**config.mk**
```make
export PLATFORM = sky130hd
export DESIGN_NAME = id_exe_reg_flat
export DESIGN_NICKNAME = d
export VERILOG_FILES = /design/src/rtl/id_exe_reg_if.sv /design/src/rtl/id_exe_reg.sv /design/src/flat_wrapper.sv
export SDC_FILE = /design/constraint.sdc
export NUM_CORES = 1
export LEC_CHECK = 0
export ABC_AREA = 1
export CAP_MARGIN = 20
export CORE_ASPECT_RATIO = 0.6
export CORE_MARGIN = 10
export CORE_UTILIZATION = 41
export CTS_CLUSTER_DIAMETER = 60
export CTS_CLUSTER_SIZE = 12
export DETAILED_ROUTE_END_ITERATION = 12
export PLACE_DENSITY = 0.81
export SKIP_CTS_REPAIR_TIMING = 1
export SYNTH_ARGS = -nofsm -noshare
export SYNTH_HDL_FRONTEND = slang
export SYNTH_SLANG_ARGS = --single-unit
```
**constraint.sdc**
```tcl
create_clock -name clk -period 1.6 [get_ports clk]
set_clock_uncertainty 0.15 [all_clocks]
set_input_delay 0.32 -clock clk [delete_from_list [all_inputs] [get_ports clk]]
set_output_delay 0.32 -clock clk [all_outputs]
set_load 0.02 [all_outputs]
```
**src/rtl/id_exe_reg_if.sv**
```systemverilog
// ID->EXE slot bundle: the ID-side *_in fields and the registered EXE-side *_out copies.
interface id_exe_reg_if #(
  parameter int n = 32
);
  logic         valid_in;
  logic [n-1:0] PC_in;
  logic [3:0]   EXE_CMD_in;
  logic         S_in;
  logic         B_in;
  logic         MEM_W_EN_in;
  logic         MEM_R_EN_in;
  logic         WB_EN_in;
  logic         imm_in;
  logic [11:0]  Shift_operand_in;
  logic [23:0]  Signed_imm_24_in;
  logic [n-1:0] Val_Rn_in;
  logic [n-1:0] Val_Rm_in;
  logic [3:0]   Dest_in;
  logic [3:0]   src1_in;
  logic [3:0]   src2_in;
  logic         C_in;

  logic         valid_out;
  logic [n-1:0] PC_out;
  logic [3:0]   EXE_CMD_out;
  logic         S_out;
  logic         B_out;
  logic         MEM_W_EN_out;
  logic         MEM_R_EN_out;
  logic         WB_EN_out;
  logic         imm_out;
  logic [11:0]  Shift_operand_out;
  logic [23:0]  Signed_imm_24_out;
  logic [n-1:0] Val_Rn_out;
  logic [n-1:0] Val_Rm_out;
  logic [3:0]   Dest_out;
  logic [3:0]   src1_out;
  logic [3:0]   src2_out;
  logic         C_out;

  modport master (
    output valid_in, PC_in, EXE_CMD_in, S_in, B_in,
           MEM_W_EN_in, MEM_R_EN_in, WB_EN_in, imm_in,
           Shift_operand_in, Signed_imm_24_in,
           Val_Rn_in, Val_Rm_in, Dest_in,
           src1_in, src2_in, C_in,
    input  valid_out, PC_out, EXE_CMD_out, S_out, B_out,
           MEM_W_EN_out, MEM_R_EN_out, WB_EN_out, imm_out,
           Shift_operand_out, Signed_imm_24_out,
           Val_Rn_out, Val_Rm_out, Dest_out,
           src1_out, src2_out, C_out
  );

  modport slave (
    input  valid_in, PC_in, EXE_CMD_in, S_in, B_in,
           MEM_W_EN_in, MEM_R_EN_in, WB_EN_in, imm_in,
           Shift_operand_in, Signed_imm_24_in,
           Val_Rn_in, Val_Rm_in, Dest_in,
           src1_in, src2_in, C_in,
    output valid_out, PC_out, EXE_CMD_out, S_out, B_out,
           MEM_W_EN_out, MEM_R_EN_out, WB_EN_out, imm_out,
           Shift_operand_out, Signed_imm_24_out,
           Val_Rn_out, Val_Rm_out, Dest_out,
           src1_out, src2_out, C_out
  );
endinterface

```
**src/rtl/id_exe_reg.sv**
```systemverilog
// ID->EXE pipeline register with freeze (stall), flush (bubble) and
// saturating stall/flush cycle counters.
module id_exe_reg #(
  parameter int n     = 32,
  parameter int CNT_W = 16
) (
  input  logic             clk,
  input  logic             rst,
  input  logic             freeze,
  input  logic             flush,
  id_exe_reg_if.slave      bus,
  output logic [CNT_W-1:0] stall_cnt,
  output logic [CNT_W-1:0] flush_cnt
);

  typedef struct packed {
    logic         valid;
    logic [n-1:0] pc;
    logic [3:0]   cmd;
    logic         s;
    logic         b;
    logic         mem_w;
    logic         mem_r;
    logic         wb;
    logic         imm;
    logic [11:0]  shop;
    logic [23:0]  simm;
    logic [n-1:0] rn;
    logic [n-1:0] rm;
    logic [3:0]   dest;
    logic [3:0]   src1;
    logic [3:0]   src2;
    logic         c;
  } slot_t;

  localparam logic [CNT_W-1:0] CNT_MAX = '1;
  localparam logic [CNT_W-1:0] CNT_ONE = CNT_W'(1);

  slot_t            w_in;
  slot_t            r_slot;
  logic [CNT_W-1:0] r_stall_cnt;
  logic [CNT_W-1:0] r_flush_cnt;

  assign w_in = {
    bus.valid_in, bus.PC_in, bus.EXE_CMD_in,
    bus.S_in, bus.B_in,
    bus.MEM_W_EN_in, bus.MEM_R_EN_in,
    bus.WB_EN_in, bus.imm_in,
    bus.Shift_operand_in, bus.Signed_imm_24_in,
    bus.Val_Rn_in, bus.Val_Rm_in,
    bus.Dest_in, bus.src1_in, bus.src2_in,
    bus.C_in
  };

  // A flush under freeze is dropped; the branch re-asserts it after.
  always_ff @(posedge clk) begin
    if (rst) begin
      r_slot      <= '0;
      r_stall_cnt <= '0;
      r_flush_cnt <= '0;
    end else if (freeze) begin
      if (r_stall_cnt != CNT_MAX)
        r_stall_cnt <= r_stall_cnt + CNT_ONE;
    end else if (flush) begin
      r_slot <= '0;
      if (r_flush_cnt != CNT_MAX)
        r_flush_cnt <= r_flush_cnt + CNT_ONE;
    end else begin
      r_slot <= w_in;
    end
  end

  assign {
    bus.valid_out, bus.PC_out, bus.EXE_CMD_out,
    bus.S_out, bus.B_out,
    bus.MEM_W_EN_out, bus.MEM_R_EN_out,
    bus.WB_EN_out, bus.imm_out,
    bus.Shift_operand_out, bus.Signed_imm_24_out,
    bus.Val_Rn_out, bus.Val_Rm_out,
    bus.Dest_out, bus.src1_out, bus.src2_out,
    bus.C_out
  } = r_slot;

  assign stall_cnt = r_stall_cnt;
  assign flush_cnt = r_flush_cnt;

endmodule
```
**src/flat_wrapper.sv**
```systemverilog
// flat-port wrapper written by rule: the top's interface ports become plain ports
module id_exe_reg_flat 
#(
  parameter int n     = 32,
  parameter int CNT_W = 16
)
  (clk, rst, freeze, flush, stall_cnt, flush_cnt, bus_valid_in, bus_PC_in, bus_EXE_CMD_in, bus_S_in, bus_B_in, bus_MEM_W_EN_in, bus_MEM_R_EN_in, bus_WB_EN_in, bus_imm_in, bus_Shift_operand_in, bus_Signed_imm_24_in, bus_Val_Rn_in, bus_Val_Rm_in, bus_Dest_in, bus_src1_in, bus_src2_in, bus_C_in, bus_valid_out, bus_PC_out, bus_EXE_CMD_out, bus_S_out, bus_B_out, bus_MEM_W_EN_out, bus_MEM_R_EN_out, bus_WB_EN_out, bus_imm_out, bus_Shift_operand_out, bus_Signed_imm_24_out, bus_Val_Rn_out, bus_Val_Rm_out, bus_Dest_out, bus_src1_out, bus_src2_out, bus_C_out);
  id_exe_reg_if #(.n(n)) bus_i ();
  input  logic clk;
  input  logic rst;
  input  logic freeze;
  input  logic flush;
  output logic [CNT_W-1:0] stall_cnt;
  output logic [CNT_W-1:0] flush_cnt;
  input wire logic [$bits(bus_i.valid_in)-1:0] bus_valid_in;
  input wire logic [$bits(bus_i.PC_in)-1:0] bus_PC_in;
  input wire logic [$bits(bus_i.EXE_CMD_in)-1:0] bus_EXE_CMD_in;
  input wire logic [$bits(bus_i.S_in)-1:0] bus_S_in;
  input wire logic [$bits(bus_i.B_in)-1:0] bus_B_in;
  input wire logic [$bits(bus_i.MEM_W_EN_in)-1:0] bus_MEM_W_EN_in;
  input wire logic [$bits(bus_i.MEM_R_EN_in)-1:0] bus_MEM_R_EN_in;
  input wire logic [$bits(bus_i.WB_EN_in)-1:0] bus_WB_EN_in;
  input wire logic [$bits(bus_i.imm_in)-1:0] bus_imm_in;
  input wire logic [$bits(bus_i.Shift_operand_in)-1:0] bus_Shift_operand_in;
  input wire logic [$bits(bus_i.Signed_imm_24_in)-1:0] bus_Signed_imm_24_in;
  input wire logic [$bits(bus_i.Val_Rn_in)-1:0] bus_Val_Rn_in;
  input wire logic [$bits(bus_i.Val_Rm_in)-1:0] bus_Val_Rm_in;
  input wire logic [$bits(bus_i.Dest_in)-1:0] bus_Dest_in;
  input wire logic [$bits(bus_i.src1_in)-1:0] bus_src1_in;
  input wire logic [$bits(bus_i.src2_in)-1:0] bus_src2_in;
  input wire logic [$bits(bus_i.C_in)-1:0] bus_C_in;
  output wire logic [$bits(bus_i.valid_out)-1:0] bus_valid_out;
  output wire logic [$bits(bus_i.PC_out)-1:0] bus_PC_out;
  output wire logic [$bits(bus_i.EXE_CMD_out)-1:0] bus_EXE_CMD_out;
  output wire logic [$bits(bus_i.S_out)-1:0] bus_S_out;
  output wire logic [$bits(bus_i.B_out)-1:0] bus_B_out;
  output wire logic [$bits(bus_i.MEM_W_EN_out)-1:0] bus_MEM_W_EN_out;
  output wire logic [$bits(bus_i.MEM_R_EN_out)-1:0] bus_MEM_R_EN_out;
  output wire logic [$bits(bus_i.WB_EN_out)-1:0] bus_WB_EN_out;
  output wire logic [$bits(bus_i.imm_out)-1:0] bus_imm_out;
  output wire logic [$bits(bus_i.Shift_operand_out)-1:0] bus_Shift_operand_out;
  output wire logic [$bits(bus_i.Signed_imm_24_out)-1:0] bus_Signed_imm_24_out;
  output wire logic [$bits(bus_i.Val_Rn_out)-1:0] bus_Val_Rn_out;
  output wire logic [$bits(bus_i.Val_Rm_out)-1:0] bus_Val_Rm_out;
  output wire logic [$bits(bus_i.Dest_out)-1:0] bus_Dest_out;
  output wire logic [$bits(bus_i.src1_out)-1:0] bus_src1_out;
  output wire logic [$bits(bus_i.src2_out)-1:0] bus_src2_out;
  output wire logic [$bits(bus_i.C_out)-1:0] bus_C_out;
  assign bus_i.valid_in = bus_valid_in;
  assign bus_i.PC_in = bus_PC_in;
  assign bus_i.EXE_CMD_in = bus_EXE_CMD_in;
  assign bus_i.S_in = bus_S_in;
  assign bus_i.B_in = bus_B_in;
  assign bus_i.MEM_W_EN_in = bus_MEM_W_EN_in;
  assign bus_i.MEM_R_EN_in = bus_MEM_R_EN_in;
  assign bus_i.WB_EN_in = bus_WB_EN_in;
  assign bus_i.imm_in = bus_imm_in;
  assign bus_i.Shift_operand_in = bus_Shift_operand_in;
  assign bus_i.Signed_imm_24_in = bus_Signed_imm_24_in;
  assign bus_i.Val_Rn_in = bus_Val_Rn_in;
  assign bus_i.Val_Rm_in = bus_Val_Rm_in;
  assign bus_i.Dest_in = bus_Dest_in;
  assign bus_i.src1_in = bus_src1_in;
  assign bus_i.src2_in = bus_src2_in;
  assign bus_i.C_in = bus_C_in;
  assign bus_valid_out = bus_i.valid_out;
  assign bus_PC_out = bus_i.PC_out;
  assign bus_EXE_CMD_out = bus_i.EXE_CMD_out;
  assign bus_S_out = bus_i.S_out;
  assign bus_B_out = bus_i.B_out;
  assign bus_MEM_W_EN_out = bus_i.MEM_W_EN_out;
  assign bus_MEM_R_EN_out = bus_i.MEM_R_EN_out;
  assign bus_WB_EN_out = bus_i.WB_EN_out;
  assign bus_imm_out = bus_i.imm_out;
  assign bus_Shift_operand_out = bus_i.Shift_operand_out;
  assign bus_Signed_imm_24_out = bus_i.Signed_imm_24_out;
  assign bus_Val_Rn_out = bus_i.Val_Rn_out;
  assign bus_Val_Rm_out = bus_i.Val_Rm_out;
  assign bus_Dest_out = bus_i.Dest_out;
  assign bus_src1_out = bus_i.src1_out;
  assign bus_src2_out = bus_i.src2_out;
  assign bus_C_out = bus_i.C_out;
  id_exe_reg #(.n(n), .CNT_W(CNT_W)) u_core (.clk(clk), .rst(rst), .freeze(freeze), .flush(flush), .bus(bus_i), .stall_cnt(stall_cnt), .flush_cnt(flush_cnt));
endmodule
```
==> results of run 1 <==
power groups by stage:
| stage | sequential (mW) | clock [mW] | combinational [mW] |
|---|---|---|---|
| floorplan | 5.22 | 0 | 0.372 |
| global placement | 5.02 | 0 | 1.41 |
| detailed placement | 5.03 | 0 | 1.43 |
| CTS | 4.92 | 4.28 | 1.43 |
| global route | 4.93 | 4.44 | 1.51 |
| finish | 4.91 | 4.18 | 1.40 |
stage by stage:
| stage | utilization (%) | cells |
|---|---|---|
| after global routing | 70.9 | 1556 |
| after CTS | 67.2 | 1550 |
| after floorplan | - | 974 |
| after global placement | 63.8 | 1518 |
| after detailed placement | 63.8 | 1518 |
| final | 70.9 | 1556 |
cell usage in the layout (no fill, tap or decap), types with 16 or more instances in the layout:
master,count
sky130_fd_sc_hd__nand3_1,29
sky130_fd_sc_hd__buf_4,19
sky130_fd_sc_hd__nor2_1,61
sky130_fd_sc_hd__inv_1,27
sky130_fd_sc_hd__dlymetal6s2s_1,170
sky130_fd_sc_hd__clkdlybuf4s50_1,157
sky130_fd_sc_hd__dfxtp_1,170
sky130_fd_sc_hd__nand2_1,389
sky130_fd_sc_hd__clkbuf_16,20
sky130_fd_sc_hd__a21oi_1,173
sky130_fd_sc_hd__clkbuf_2,16
registers in the layout, indices dropped and copies added, names as in the netlist, 4 cells and up:
name / count
u_core.stall_cnt: 16
u_core.flush_cnt: 16
u_core.bus.src1_out: 4
u_core.bus.PC_out: 32
u_core.bus.EXE_CMD_out: 4
u_core.bus.src2_out: 4
u_core.bus.Val_Rm_out: 32
u_core.bus.Signed_imm_24_out: 24
u_core.bus.Val_Rn_out: 32
u_core.bus.Dest_out: 4
u_core.bus.Shift_operand_out: 12
layout make-up:
| class | instances | area share (%) |
|---|---|---|
| clock inverter | 12 | 1.00 |
| clock buffer | 20 | 3.77 |
| sequential | 188 | 31.3 |
| timing repair buffer | 376 | 34.7 |
| multi-input combinational | 696 | 25.9 |
| inverter | 30 | 0.930 |
| tap | 234 | 2.42 |
metal layers:
| metal | vias to the layer above | wire length, um |
|---|---|---|
| met5 | - | 17 |
| met4 | 2 | 234 |
| met3 | 15 | 2960 |
| met2 | 269 | 13100 |
| met1 | 3446 | 10500 |
| li1 | 3773 | - |
worst min-delay path, delay by kind of cell:
kind / cells / cell delay, ps
buffers and inverters: 2 / 320
AND/OR/NAND/NOR: 1 / 60
AO/OA/AOI/OAI: 1 / 50
cell families (layout without fill, tap and decap cells):
logic type / after synthesis / in the layout
DFF: 188 / 188
buffers and inverters: 90 / 438
adders and majority gates: 2 / 2
and+or+nand+nor: 512 / 512
AOI/OAI and AO/OA: 182 / 182
how the worst max path moves through the flow:
stage,start,endpoint,slack [ps],cells past startpoint
6_report,u_core.flush_cnt[0],u_core.flush_cnt[7],30,7
5_1_grt,u_core.flush_cnt[5],u_core.flush_cnt[14],-40,9
4_1_cts,u_core.flush_cnt[11],flush_cnt[11],-410,1
3_5_place_dp,flush,u_core.flush_cnt[13],-270,8
3_3_place_gp,flush,u_core.flush_cnt[13],-230,8
2_1_floorplan,u_core.stall_cnt[3],u_core.stall_cnt[8],20,6
==> results.toml, run 1 <==
[status]
status = "finished, final reports clean"

[min_path]
hold-path-endpoint = "u_core.bus.PC_out[21]"
hold_class = "in -> reg"
worstHoldStart = "freeze"
holdPathStages = 4

[detailed_routing]
post-route-drc-count = 0
num_vias = 7505
drt_iter0_markers = 490
wl_per_cell_um = 17.2
drt.antenna.violating_nets = 0
vias_per_cell = 4.82
number_of_iterations_in_the_first_detailed_routing_pass = 5
postRouteWirelength_um = 26800

[sta]
hold_viol_final = 0
worst_max_slew_pin_slew_ps = 635
totalNegativeSetupSlack_ps = 0
post-route-min-period_ps = 1570
relSlewSlack_pct = 57.7
fmax_mhz = 638
rsz0062_at_grt = "yes"
finalCritPeriodShare_pct = 97.9
fin_ws_ps = 33.2
timing.final.setup_violations = 0
timing_max_transition_violations_final = 0
fin_worst_hold_slack_ps = 238

[worst_setup_path]
reg2reg_setup_slack_ps = 30
worstPathArrival_ps = 1730
worst_path_required_ps = 1760
critical_path.top_delay_family = "simple AND/OR/NAND/NOR gates"
crit_path_end_kind = "register"
regToRegStartpoint = "u_core.flush_cnt[0]"
cpPeakStageDelay_ps = 360
r2r_end = "u_core.flush_cnt[7]"
critPathSlowestCell = "sky130_fd_sc_hd__dfxtp_2"
setup.worst_path.start_class = "register"
path_buf_inv = 1
crit_path_cell_trace = "ha_4 > nand2_4 > nor2_4 > nand4_4 > clkbuf_16 > a21oi_2 > nor2_1"
worst_r2r_path_depth = 7
worst-path-max-fanout = 10
critical_path_class = "reg -> reg"

[power_and_ir_drop]
power_mw = 10.5
power_report.internal_total_mw = 7.71
combinational_share_of_power_pct = 13.4
total_switching_power_mw = 2.79
clockPowerShare_pct = 39.8
ir_worst_vdd_uv = 594
sw_frac_of_total_pct = 26.5
static_leakage_nw = 7.24
power.sequential.fraction_pct = 46.8
cellPowerDensity_mw_per_mm2 = 867

[global_route]
grt_use_total_pct = 20.5
grt_start_max_net_pins = 88
global_route.peak_usage_layer = "met2"
grt_pass1_vias = 6944
met2_usage_pct = 33.9
grt_pass1_wl_um = 38400
globalRouteOverflowTotal = 0
antenna_found_initial = 1
grt_use_met3_pct = 9.42
use_met1_pct = 23.7

[synth]
yosysUniqueCellTypes = 22
synth_flop_type = "sky130_fd_sc_hd__dfxtp_1"
synth.area.mux_share_pct = 0
synth_edf_count = 0
ys_warn_count = 0
sequential_cell_area_fraction_in_the_yosys_report_pct = 53.0
postSynthNetCount = 1136
synth-compound-area-share_pct = 12.9
synth.cell_area_mm2 = 0.00711
yosys_register_bits = 188
asyncSetResetFlopFracSynth_pct = 0
synth_top_family_by_area = "simple AND/OR/NAND/NOR gates"
synth_fa_ha_area_share_pct = 0.352
synth.cells.most_frequent = "391 x sky130_fd_sc_hd__nand2_1, 188 x sky130_fd_sc_hd__dfxtp_1, 179 x sky130_fd_sc_hd__a21oi_1"
post_synthesis_cell_type_with_the_largest_combined_area = "sky130_fd_sc_hd__dfxtp_1"
post-synth-top-count-cell = "sky130_fd_sc_hd__nand2_1"
synth.avg_cell_area_um2 = 7.30
synth_top_area_share_pct = 53.0
synth_cells = 974
yosys.area_share.simple_pct = 28.6
xor_and_xnor_area_share_after_synthesis_pct = 0
ys_top_cells_by_area = "sky130_fd_sc_hd__dfxtp_1 53%, sky130_fd_sc_hd__nand2_1 21%, sky130_fd_sc_hd__a21oi_1 13%"

[final_layout]
nFillCells = 1342
num_antenna_cells = 0
reg_area_mm2 = 0.00379
footprint_of_the_multi_input_gates_mm2 = 0.00313
nets = 1471
design_area_mm2 = 0.0121
area_delta_synth_final_pct = 70.5
share_of_layout_cells_above_drive_strength_1_pct = 10.5

[place]
place_congestion = 0.824
place_hpwl_um = 19200
detailed_place.area_mm2 = 0.0109
pre_cts_slack_ps = -270
port_buffers = 347

[clocking]
ctsLongestPathBuffers = 2
cts.sinks = 188
cts_tree = "yes"
cts-buffers-inserted = 17
htree_num_levels = 4
clk_pin_slew_worst_paths_ps = 70
cts_root_buffer = "sky130_fd_sc_hd__clkbuf_16"
clock_latency_ps = 420

[floorplan]
floorplan.die.height_um = 122
die_area_mm2 = 0.0232
core_region_area_mm2 = 0.0171
start_util_pct = 41.6
boundaryPins = 348
std_cell_rows = 37
dieWidth_um = 190

[job]
maxCapViolations = 0
Note: power is estimated with default switching activity, not from simulation.
==> run 2, diff against run 1 <==
--- a/constraint.sdc
+++ b/constraint.sdc
@@ -3,3 +3,3 @@
 set_input_delay 0.32 -clock clk [delete_from_list [all_inputs] [get_ports clk]]
 set_output_delay 0.32 -clock clk [all_outputs]
-set_load 0.02 [all_outputs]
+set_load 0.005 [all_outputs]
==> run 2 against run 1 <==
Wire length fell by 2.1%. First-iteration DRC count increased by 6.7%. Non-clock buffer count shrank 2. Global-route usage barely moved. Die area stayed put. Maximum frequency rose by 1.7%. Setup slack better by 26 ps. Count of clock-buffer cells in the layout fell by 3. Critical path type unchanged. Largest cell class unchanged.
==> results.toml, run 2 (same netlist as run 1, synthesis figures left out) <==
[clocking]
clock_latency_ps = 410
cts-buffers-inserted = 17
cts.sinks = 188
clk_pin_slew_worst_paths_ps = 70
htree_num_levels = 4
ctsLongestPathBuffers = 2
cts_tree = "yes"
cts_root_buffer = "sky130_fd_sc_hd__clkbuf_16"

[power_and_ir_drop]
combinational_share_of_power_pct = 11.6
power_report.internal_total_mw = 7.94
total_switching_power_mw = 2.62
cellPowerDensity_mw_per_mm2 = 868
static_leakage_nw = 7.50
ir_worst_vdd_uv = 708
sw_frac_of_total_pct = 24.9
clockPowerShare_pct = 42.1
power.sequential.fraction_pct = 46.3
power_mw = 10.6

[final_layout]
share_of_layout_cells_above_drive_strength_1_pct = 9.62
num_antenna_cells = 0
finish.cell_count_without_fillers = 1554
final_cell_mix = "388 x sky130_fd_sc_hd__nand2_1, 188 x sky130_fd_sc_hd__dlymetal6s2s_1, 178 x sky130_fd_sc_hd__a21oi_1, 157 x sky130_fd_sc_hd__clkdlybuf4s50_1, 151 x sky130_fd_sc_hd__dfxtp_1"
final_util_pct = 71.2
final_common_cell = "sky130_fd_sc_hd__nand2_1"
area_delta_synth_final_pct = 71.2
design_area_mm2 = 0.0122
nets = 1469

[min_path]
worstHoldStart = "freeze"
holdPathStages = 3
hold-path-endpoint = "u_core.bus.WB_EN_out"
hold_class = "in -> reg"

[floorplan]
boundaryPins = 348
floorplan.die.height_um = 122
core_region_area_mm2 = 0.0171
dieWidth_um = 190
die_area_mm2 = 0.0232
std_cell_rows = 37
start_util_pct = 41.6

[detailed_routing]
wl_per_cell_um = 16.9
met1_length_um = 10400
postRouteWirelength_um = 26300
highest_layer = "met4"
route.met2.wl_um = 12600
drt.antenna.violating_nets = 0
met3WireLength_um = 2870
num_vias = 7459
post-route-drc-count = 0
vias_per_cell = 4.80
drt_iter0_markers = 523
number_of_iterations_in_the_first_detailed_routing_pass = 6

[place]
place_congestion = 0.880
detailed_place.area_mm2 = 0.0109
dpl.cell_count = 1521
port_buffers = 347
place_hpwl_um = 19200

[sta]
timing.final.setup_violations = 0
fin_worst_hold_slack_ps = 121
finalCritPeriodShare_pct = 96.3
worst_max_slew_pin_slew_ps = 508
timing_max_transition_violations_final = 0
fmax_mhz = 649
post-route-min-period_ps = 1540
hold_viol_final = 0
relSlewSlack_pct = 66.2

[worst_setup_path]
regToRegStartpoint = "u_core.flush_cnt[0]"
setup.worst_path.start_class = "register"
worstPathArrival_ps = 1690
worst-path-max-fanout = 10
critical_path_class = "reg -> reg"
crit_path_end_kind = "register"
worst_path_required_ps = 1750
worst_r2r_path_depth = 7
worst_setup_path_startpoint = "u_core.flush_cnt[0]"
r2r_end = "u_core.flush_cnt[11]"
reg2reg_setup_slack_ps = 60

[status]
status = "finished, final reports clean"

[global_route]
grt_use_total_pct = 20.5
globalRouteOverflowTotal = 0
grt_pass1_wl_um = 38500
antenna_found_initial = 0
grt_start_max_net_pins = 66
grt_pass1_vias = 7024

[job]
maxCapViolations = 0
==> run 2: metrics by stage <==
step | setup TNS [ps] | worst slack (ps)
final | 0 | 58.9
after global routing | -44.2 | -16.9
after CTS | -32880 | -331
after detailed placement | -28560 | -258
after global placement | -23780 | -220
after floorplan | 0 | 75.9
==> run 2: critical path: stages, from the launching register on <==
cell                      delay, ps
sky130_fd_sc_hd__dfxtp_2        330
sky130_fd_sc_hd__ha_2           180
sky130_fd_sc_hd__nand2_2         70
sky130_fd_sc_hd__nor2_4         150
sky130_fd_sc_hd__nand4_2        140
sky130_fd_sc_hd__buf_6          170
sky130_fd_sc_hd__a21oi_1        170
sky130_fd_sc_hd__nor2_1          70
==> run 2: worst max-delay path by stage <==
stage                                end  slack, ps
finish              u_core.flush_cnt[11]         60
global route        u_core.stall_cnt[10]        -20
CTS                        flush_cnt[12]       -330
detailed placement  u_core.flush_cnt[13]       -260
global placement    u_core.flush_cnt[13]       -220
floorplan            u_core.stall_cnt[8]         80
==> run 2: final cells by class <==
type                    instances  area [um^2]
fillers                      1293         4920
flip-flops and latches        188         3840
clock buffers                  17          425
multi-input cells             696         3030
repair buffers                374         4270
clock inverters                15          199
well taps                     234          293
inverters                      30          113
==> run 2: layer usage <==
layer  up-vias  GRT usage (%)
met5         -              0
met1      3389           23.7
met3        30           9.39
met4         0           4.74
met2       271           34.2
li1       3769              -
==> run 2: power by group through the flow <==
stage	Combinational, mW	Clock [mW]	Sequential [mW]
4_1_cts	1.27	4.54	4.91
2_1_floorplan	0.373	0	5.04
6_report	1.23	4.44	4.89
3_3_place_gp	1.25	0	5.01
5_1_grt	1.34	4.77	4.91
3_5_place_dp	1.27	0	5.02
